$ cat src/rtl/rvmyth_pll_ctrl.sv
// PLL bring-up controller for the rvmyth core: enables the VCO, pulses the PLL reset,
// measures the feedback rate in fixed windows, and switches the core clock once lock is seen.
module rvmyth_pll_ctrl #(
  parameter int unsigned EN_SETTLE       = 16,
  parameter int unsigned RST_CYCLES      = 8,
  parameter int unsigned WIN             = 64,
  parameter int unsigned CNT_W           = 10,
  parameter int unsigned LOCK_WINDOWS    = 3,
  parameter int unsigned TIMEOUT_WINDOWS = 32,
  parameter int unsigned MAX_RETRY       = 3
) (
  input  logic             clk,
  input  logic             reset,
  input  logic             start,
  input  logic             stop,
  input  logic             fb_pulse,
  input  logic [CNT_W-1:0] cnt_lo,
  input  logic [CNT_W-1:0] cnt_hi,
  output logic             en_vco,
  output logic             pll_reset,
  output logic             core_reset,
  output logic             clk_sel,
  output logic             locked,
  output logic             fail,
  output logic [2:0]       state,
  output logic [1:0]       retry_cnt,
  output logic [CNT_W-1:0] last_count
);

  typedef enum logic [2:0] {
    S_IDLE    = 3'd0,
    S_ENABLE  = 3'd1,
    S_PRST    = 3'd2,
    S_MEASURE = 3'd3,
    S_LOCKED  = 3'd4,
    S_FAIL    = 3'd5
  } state_t;

  localparam int unsigned PH_MAX = (EN_SETTLE > RST_CYCLES) ? EN_SETTLE : RST_CYCLES;
  localparam int unsigned PH_W   = $clog2(PH_MAX + 1);
  localparam int unsigned WIN_W  = (WIN > 1) ? $clog2(WIN) : 1;
  localparam int unsigned STK_W  = $clog2(LOCK_WINDOWS + 1);
  localparam int unsigned TO_W   = $clog2(TIMEOUT_WINDOWS + 1);

  localparam logic [PH_W-1:0]  EN_LAST   = PH_W'(EN_SETTLE - 1);
  localparam logic [PH_W-1:0]  RST_LAST  = PH_W'(RST_CYCLES - 1);
  localparam logic [WIN_W-1:0] WIN_LAST  = WIN_W'(WIN - 1);
  localparam logic [STK_W-1:0] STK_DONE  = STK_W'(LOCK_WINDOWS);
  localparam logic [TO_W-1:0]  TO_DONE   = TO_W'(TIMEOUT_WINDOWS);
  localparam logic [1:0]       RETRY_MAX = 2'(MAX_RETRY);

  state_t             state_q, state_d;
  logic [PH_W-1:0]    ph_q, ph_d;
  logic [WIN_W-1:0]   win_q, win_d;
  logic [CNT_W-1:0]   pcnt_q, pcnt_d;
  logic [STK_W-1:0]   streak_q, streak_d;
  logic [TO_W-1:0]    tmo_q, tmo_d;
  logic [1:0]         retry_q, retry_d;
  logic [CNT_W-1:0]   last_q, last_d;
  logic               en_d, prst_d, core_d, sel_d, lock_d, fail_d;

  logic [CNT_W-1:0]   cnt_total;
  logic [STK_W-1:0]   streak_inc;
  logic [TO_W-1:0]    tmo_inc;
  logic               measuring, win_end, in_range;

  // Count for the current window including this cycle's pulse, saturating.
  assign cnt_total  = (pcnt_q == '1) ? pcnt_q : pcnt_q + CNT_W'(fb_pulse);
  assign measuring  = (state_q == S_MEASURE) || (state_q == S_LOCKED);
  assign win_end    = measuring && (win_q == WIN_LAST);
  assign in_range   = (cnt_total >= cnt_lo) && (cnt_total <= cnt_hi);
  assign streak_inc = streak_q + STK_W'(1);
  assign tmo_inc    = tmo_q + TO_W'(1);

  always_comb begin
    state_d  = state_q;
    ph_d     = '0;
    win_d    = '0;
    pcnt_d   = '0;
    streak_d = '0;
    tmo_d    = '0;
    retry_d  = retry_q;
    last_d   = last_q;

    // Window/pulse counters only run while measuring; everywhere else they sit at zero,
    // which also gives the clean start required on every PRST entry.
    if (measuring) begin
      win_d    = win_end ? '0 : win_q + WIN_W'(1);
      pcnt_d   = win_end ? '0 : cnt_total;
      streak_d = streak_q;
      tmo_d    = tmo_q;
      if (win_end) last_d = cnt_total;
    end

    case (state_q)
      S_IDLE: begin
        if (start) begin
          state_d = S_ENABLE;
          retry_d = '0;
        end
      end
      S_ENABLE: begin
        if (ph_q == EN_LAST) state_d = S_PRST;
        else                 ph_d    = ph_q + PH_W'(1);
      end
      S_PRST: begin
        if (ph_q == RST_LAST) state_d = S_MEASURE;
        else                  ph_d    = ph_q + PH_W'(1);
      end
      S_MEASURE: begin
        if (win_end) begin
          streak_d = in_range ? streak_inc : '0;
          tmo_d    = tmo_inc;
          if (in_range && (streak_inc == STK_DONE)) begin
            state_d = S_LOCKED;
          end else if (tmo_inc == TO_DONE) begin
            if (retry_q < RETRY_MAX) begin
              retry_d = retry_q + 2'd1;
              state_d = S_PRST;
            end else begin
              state_d = S_FAIL;
            end
          end
        end
      end
      S_LOCKED: begin
        if (win_end && !in_range) begin
          if (retry_q < RETRY_MAX) begin
            retry_d = retry_q + 2'd1;
            state_d = S_PRST;
          end else begin
            state_d = S_FAIL;
          end
        end
      end
      S_FAIL: ;
      default: state_d = S_IDLE;
    endcase

    if (stop) begin
      state_d = S_IDLE;
      retry_d = '0;
      ph_d    = '0;
    end
  end

  // Outputs are decoded from the next state and registered, so they change in the
  // same cycle the state register does.
  always_comb begin
    en_d   = 1'b0;
    prst_d = 1'b1;
    core_d = 1'b1;
    sel_d  = 1'b0;
    lock_d = 1'b0;
    fail_d = 1'b0;
    case (state_d)
      S_ENABLE:  begin en_d = 1'b1; prst_d = 1'b0; end
      S_PRST:    begin en_d = 1'b1; end
      S_MEASURE: begin en_d = 1'b1; prst_d = 1'b0; end
      S_LOCKED:  begin
        en_d   = 1'b1;
        prst_d = 1'b0;
        core_d = 1'b0;
        sel_d  = 1'b1;
        lock_d = 1'b1;
      end
      S_FAIL:    fail_d = 1'b1;
      default:   ;
    endcase
  end

  always_ff @(posedge clk or posedge reset) begin
    if (reset) begin
      state_q    <= S_IDLE;
      ph_q       <= '0;
      win_q      <= '0;
      pcnt_q     <= '0;
      streak_q   <= '0;
      tmo_q      <= '0;
      retry_q    <= '0;
      last_q     <= '0;
      en_vco     <= 1'b0;
      pll_reset  <= 1'b1;
      core_reset <= 1'b1;
      clk_sel    <= 1'b0;
      locked     <= 1'b0;
      fail       <= 1'b0;
    end else begin
      state_q    <= state_d;
      ph_q       <= ph_d;
      win_q      <= win_d;
      pcnt_q     <= pcnt_d;
      streak_q   <= streak_d;
      tmo_q      <= tmo_d;
      retry_q    <= retry_d;
      last_q     <= last_d;
      en_vco     <= en_d;
      pll_reset  <= prst_d;
      core_reset <= core_d;
      clk_sel    <= sel_d;
      locked     <= lock_d;
      fail       <= fail_d;
    end
  end

  assign state      = state_q;
  assign retry_cnt  = retry_q;
  assign last_count = last_q;

endmodule

$ cat config.mk
export PLATFORM = sky130hd
export DESIGN_NAME = rvmyth_pll_ctrl
export DESIGN_NICKNAME = d
export VERILOG_FILES = /design/src/rtl/rvmyth_pll_ctrl.sv
export SDC_FILE = /design/constraint.sdc
export NUM_CORES = 1
export LEC_CHECK = 0
export ABC_AREA = 1
export CORE_MARGIN = 4
export CORE_UTILIZATION = 33
export DETAILED_ROUTE_END_ITERATION = 10
export RECOVER_POWER = 100
export SKIP_CTS_REPAIR_TIMING = 1
export SYNTH_ARGS = -nofsm -noshare
export SYNTH_HDL_FRONTEND = slang
export SYNTH_SLANG_ARGS = --single-unit
export TNS_END_PERCENT = 20
$ cat constraint.sdc
create_clock -name clk -period 3.6 [get_ports clk]
set_input_delay 0.72 -clock clk [delete_from_list [all_inputs] [get_ports clk]]
set_output_delay 0.72 -clock clk [all_outputs]
set_load 0.02 [all_outputs]
# Word level (Yosys, flattened, before mapping)
# Index checks and enable logic that the tools add are counted.
dict set report totals {
  word_cells 94
  ram_bits 0
  mem_count 0
  mem_bits_ro 0
  latch_bits 0
  regBits 49
  out_inout_bits 21
  in_bits 25
}
dict set report classes {
  muxes 39
  n_lt_le_gt_ge 3
  n_addsub 6
  mul 0
  n_bitwise 0
  eq_ne 21
  div_mod_pow 0
  reduce_logical 12
  n_shift 0
}
# op n
set op_table {}
lappend op_table {{10-bit 2-to-1 mux} 3}
lappend op_table {{6-bit 2-to-1 mux} 5}
lappend op_table {{3-bit 2-to-1 mux} 9}
lappend op_table {{2-bit 2-to-1 mux} 11}
lappend op_table {{3-bit case mux with 6 select lines} 1}
lappend op_table {{5-bit 2-to-1 mux} 3}
lappend op_table {{6-bit by 1-bit adder with 6-bit output (second input constant)} 2}
lappend op_table {{3-bit by 2-bit == test with 1-bit output (second input constant)} 4}
lappend op_table {{3-bit == test (second input constant)} 4}
lappend op_table {{6-bit == test (second input constant)} 2}
lappend op_table {{10-bit by 1-bit adder with 10-bit output} 1}
lappend op_table {{10-bit == test (second input constant)} 1}
lappend op_table {{10-bit >= comparator} 1}
lappend op_table {{10-bit <= comparator} 1}
lappend op_table {{5-bit case mux with 2 select lines} 1}
lappend op_table {{3-bit != test (second input constant)} 3}
lappend op_table {{3-bit by 1-bit == test with 1-bit output (second input constant)} 2}
lappend op_table {{3-bit by 2-bit != test with 1-bit output (second input constant)} 2}
lappend op_table {{2-bit case mux with 3 select lines} 1}
lappend op_table {{6-bit AND reduction} 1}
lappend op_table {{5-bit by 1-bit adder with 5-bit output (second input constant)} 1}
lappend op_table {{5-bit by 3-bit == test with 1-bit output (second input constant)} 1}
lappend op_table {{5-bit by 4-bit == test with 1-bit output (second input constant)} 1}
lappend op_table {{1-bit 2-to-1 mux} 5}
lappend op_table {{11 further kinds} 15}

# Logic depth before layout (Yosys ltp)
dict set report logic_depth {
  word_depth 12
  depth_mapped 26
  mapped_depth_nobuf 26
}

# Worst setup path before layout
# Ideal clock, no wire load.
dict set report synth_timing {
  path_type {input -> register}
  start {input fb_pulse}
  end {register en_vco}
  setup_time_ps 125
  t_arrival_ps 3012
  path_buffers 0
  cell_stages 23
  path_slack_ps 463
  path_cell_list {ha_1 > ha_1 > nand2_1 > nor2_1 > inv_1 > nor2_1 > nand2_1 > a21oi_1 > inv_1 > ha_1 > nand2_1 > nor2_1 > nand4_1 > nand2_1 > nand2_2 > nor2_1 > nor2_2 > nor2_4 > nor2_4 > nor2_4 > inv_1 > nand2_1 > nand3_1}
}
dict set report synth_between {
  elab_chain_cells 12
  word_cells_on_any_way 19
  classes_between {add/sub: 1; order compare: 2; eq/ne: 4; mux: 7; reduce/logical: 5}
}
# element line_no
set synth_rtl {}
lappend synth_rtl {{start, declared} 16} ;# input logic fb_pulse,
lappend synth_rtl {{10-bit by 1-bit adder with 10-bit output *} 68} ;# assign cnt_total = (pcnt_q == '1) ? pcnt_q : pcnt_q + CNT_W'(fb_pulse);
lappend synth_rtl {{10-bit 2-to-1 mux *} 68}
lappend synth_rtl {{via cnt_total[8]} 62} ;# logic [CNT_W-1:0] cnt_total;
lappend synth_rtl {{10-bit >= comparator or 10-bit <= comparator (tied branches)} 71} ;# assign in_range = (cnt_total >= cnt_lo) && (cnt_total <= cnt_hi);
lappend synth_rtl {{1-bit logical AND *} 71}
lappend synth_rtl {{1-bit logical AND or 1-bit zero test (tied branches)} {114, 127}}
lappend synth_rtl {{3-bit 2-to-1 mux or 1-bit logical AND (tied branches)} {114, 127}}
lappend synth_rtl {{3-bit 2-to-1 mux, on equally long branches} {111, 127}}
lappend synth_rtl {{3-bit case mux with 6 select lines *} 95} ;# case (state_q)
lappend synth_rtl {{3-bit 2-to-1 mux *} 140} ;# if (stop) begin
lappend synth_rtl {{via state_d[2]} 52} ;# state_t state_q, state_d;
lappend synth_rtl {{3-bit == test (tied with other cells)} 156} ;# case (state_d)
lappend synth_rtl {{4-bit OR reduction (no line) *} n/a}
lappend synth_rtl {{1-bit 2-to-1 mux *} 156}
lappend synth_rtl {{via en_d} 60} ;# logic en_d, prst_d, core_d, sel_d, lock_d, fail_d;
lappend synth_rtl {{end signal, assigned} 197} ;# en_vco <= en_d;
lappend synth_rtl {{end, declared} 19} ;# output logic en_vco,
# Mark *: on every way through the listed nets, which the timed path passes. The rest lies on a longest branch.
# A chain may end at the register's enable or synchronous reset.

# Worst setup path in the final report
# Ends and elaborated chain as after synthesis.

==> flow_summary.toml <==
[setup_path]
crit_arrival_ns = 3.50
slowest_stage = "ha_4"
cp-startpoint = "fb_pulse"
path_max_fanout = 5
cp_common_cell = "nor2_4"
cpLargestDelayFamily = "simple AND/OR/NAND/NOR gates"
max_stage_delay_ns = 0.27
worst-path-buf-inv = 3
rr_startpoint = "pcnt_q[0]"
crit_path_cell_trace = "dlymetal6s2s_1 > ha_2 > ha_4 > nand2_1 > nor2_2 > nand2_2 > nor3_4 > xnor2_2 > inv_2 > ha_4 > nand2_2 > nor2_2 > nand3_1 > nand4_1 > nand2_4 > nor2_4 > nor2_4 > nor2_4 > nor2_4 > nor2_4 > inv_1 > nand2_1 > nand3_1"
cp-start-kind = "primary input"
end_kind = "register"
cp.required_ns = 3.79
criticalPathCategory = "in -> reg"

[place]
place_hpwl_um = 5530
place_congestion = 0.875
io_buffers = 45

[timing]
holdWs_ns = 0.471
finalMaxSlewViolations = 50
tns_ns = 0
skew_ns = 0.0130
setup_violations = 0
fmaxAchievable_ghz = 0.302
period_share = 0.919
relSlewSlack = -0.220
min_period_ns = 3.31
finalHoldViolations = 0
worst_pin_slew_ns = 1.83

[route]
antenna_left = 0
drc = 0
drt_iter0_drc = 97
wl_met2_um = 3600
drt_pass1_iterations = 4
wl_met3_um = 247
wire_per_inst_um = 11.8
top_layer = "met4"
drt-met1-wl_um = 3330
vias = 2764
via_per_inst = 4.48
routed_wl_um = 7300

[synthesis]
syn-num-nets = 477
synth_compound_area_frac = 0.0784
ys_seq_area_frac = 0.383
syn_avg_cell_area_um2 = 7.60
synth_fa_ha_area_frac = 0.117
synthXorXnorAreaFrac = 0.0160
synth_cell_types = 37
yosys_warnings = 0
netlist_instances = 422
synth_area_um2 = 3210
synth_top_family_by_area = "simple AND/OR/NAND/NOR gates"
synth-simple-area-share = 0.294
synthMuxAreaShare = 0
synth-seq-cells = 49

[floorplanning]
num_rows = 35
die_area_um2 = 11400
core_area_um2 = 9370
die_h_um = 107
start_util = 0.342
ios = 46
die_w_um = 107

[pwr]
p_clk_frac = 0.339
power.internal_mw = 0.738
p_seq_frac = 0.561
comb_power_share = 0.099
power_per_cell_area_nw_per_um2 = 237
peakVddDrop_v = 0.000166
p_switching_mw = 0.254
swShare = 0.256
p_leak_nw = 2.03

[grt]
grt_usage = 0.133
grt_max_degree = 50
overflow = 0
grt_pass1_vias = 2703
antenna_found_initial = 0
grt_pass1_wl_um = 12300

[clock_tree]
cts.reportedPaths.clkPinSlew_ns = 0.09
cts_root_buf = "clkbuf_8"
cts_buffer_depth = 2
numCtsBuffers = 5
h-tree-depth = 2
cts.sinks = 49
clk_latency_ns = 0.31
cts_tree = "done"

[min_path]
worstHoldStart = "ph_q[0]"
hold_path_class = "reg -> reg"

[cells_and_area]
antennaDiodeCount = 0
area_growth_pct = 30.4
num-fill-cells = 957
final_nets = 542
final_util = 0.446
drive_above_1_share = 0.186

[status]
status = "finished with violations"
failed_checks = "max-capacitance violations, max-slew violations"

[flow_run]
max-cap-violations = 1
==> routing by layer <==
layer,vias to the layer above,global-route usage
met3,11,0.0277
met4,0,0.0347
met5,-,0
met1,1263,0.173
met2,39,0.224
li1,1451,-
==> placed cells by master, fill, tap and decap left out, drive strengths merged, types with 2 or more instances in the layout <==
cell type and instances:
o21ai 20, dfstp 2, xnor2 3, clkdlybuf4s50 22, ha 30, clkinv 7
a311oi 2, clkbuf 5, nor3 9, buf 17, a31oi 2, nand3 25
nand4 6, inv 84, nor4 2, xor2 2, dlygate4sd3 22, nand2 104
a21o 2, nor2 50, a21oi 14, nor3b 2, o22ai 2, dfrtp 47
==> worst register-to-register path, delay by kind of cell, from the launching register on <==
family                     cells  cell delay (ns)
and+or+nand+nor               16             1.78
adders and majority gates      3             0.62
DFF                            1             0.39
xor gates and xnor gates       1             0.15
buffers and inverters          2             0.15
==> through the flow <==
stage | instance area (um^2) | cells | setup WS, ns | power [mW]
6_report | 4180 | 617 | 0.290 | 0.992
5_1_grt | 4180 | 617 | -0.00235 | 1.04
4_1_cts | 3990 | 613 | -0.0697 | 1.01
3_5_place_dp | 3900 | 605 | -0.373 | 0.664
3_3_place_gp | 3900 | 605 | -0.307 | 0.663
2_1_floorplan | 3210 | 422 | 0.463 | 0.616
==> path summary, 6_finish.rpt <==
kind | endpoint | slack (ns) | cells after the start
setup / recovery | en_vco | 0.29 | 23
hold / removal | ph_q[0] | 0.47 | 1
setup reg to reg | en_vco | 0.40 | 22
hold reg to reg | ph_q[0] | 0.47 | 1
max in group asynchronous | streak_q[1] | 1.11 | 2
min in group asynchronous | last_count[3] | 1.42 | 2
==> flip-flops by register name (all words and copies together) (netlist names) <==
name and flops:
core_reset 1, en_vco 1, fail 1, last_count 10, locked 1, pcnt_q 10
ph_q 5, pll_reset 1, retry_cnt 2, state 3, streak_q 2, tmo_q 6
win_q 6
==> power by group through the flow <==
| stage | clock [mW] | combinational [mW] | sequential, mW |
|---|---|---|---|
| 2_1_floorplan | 0 | 0.0457 | 0.571 |
| 3_3_place_gp | 0 | 0.0949 | 0.568 |
| 3_5_place_dp | 0 | 0.0959 | 0.568 |
| 4_1_cts | 0.352 | 0.0962 | 0.557 |
| 5_1_grt | 0.375 | 0.112 | 0.558 |
| 6_report | 0.337 | 0.0986 | 0.557 |
==> layout make-up <==
class / instances / area [um^2] / share of cell area
multi-input combinational: 280 / 1790 / 0.427
sequential: 49 / 1230 / 0.294
inverter: 89 / 335 / 0.0802
clock buffer: 5 / 68.8 / 0.0165
clock inverter: 3 / 22.5 / 0.00538
tap: 129 / 161 / 0.0386
timing repair buffer: 62 / 581 / 0.139
==> cells by family (layout without fill, tap and decap cells) <==
group                      count (synthesis)  in the layout
and+or+nand+nor                          200            200
buffers and inverters                     93            159
xor gates and xnor gates                   5              5
DFF                                       49             49
AOI/OAI and AO/OA                         45             45
adders and majority gates                 30             30
==> Yosys cell counts <==
cell | instances | area share
o22ai_1 | 2 | 0.0039
xnor2_1 | 2 | 0.0055
dfrtp_1 | 47 | 0.37
o21ai_0 | 20 | 0.031
nand2_1 | 95 | 0.11
a21o_1 | 2 | 0.0047
xor2_1 | 2 | 0.0055
xnor2_2 | 1 | 0.0051
a311oi_1 | 2 | 0.0055
inv_6 | 1 | 0.0027
nor3_1 | 8 | 0.012
nor3_2 | 1 | 0.0031
nand3_2 | 3 | 0.0094
nor3b_1 | 2 | 0.0047
buf_4 | 1 | 0.0023
o221ai_1 | 1 | 0.0027
inv_2 | 8 | 0.0094
nand3b_1 | 1 | 0.0023
nor2_2 | 5 | 0.0098
clkbuf_1 | 3 | 0.0035
nor2_4 | 5 | 0.018
nand3_4 | 1 | 0.0055
a31oi_1 | 2 | 0.0039
nor4_1 | 2 | 0.0039
ha_1 | 30 | 0.12
o31ai_1 | 1 | 0.0023
nand2_2 | 7 | 0.014
nor2_1 | 40 | 0.047
nand3_1 | 21 | 0.033
inv_1 | 78 | 0.091
o211ai_1 | 1 | 0.0023
nand2_4 | 2 | 0.0070
or2_2 | 1 | 0.0020
clkinv_1 | 2 | 0.0023
a21oi_1 | 14 | 0.022
nand4_1 | 6 | 0.012
dfstp_2 | 2 | 0.016
Power figures use the tool's default switching activity.
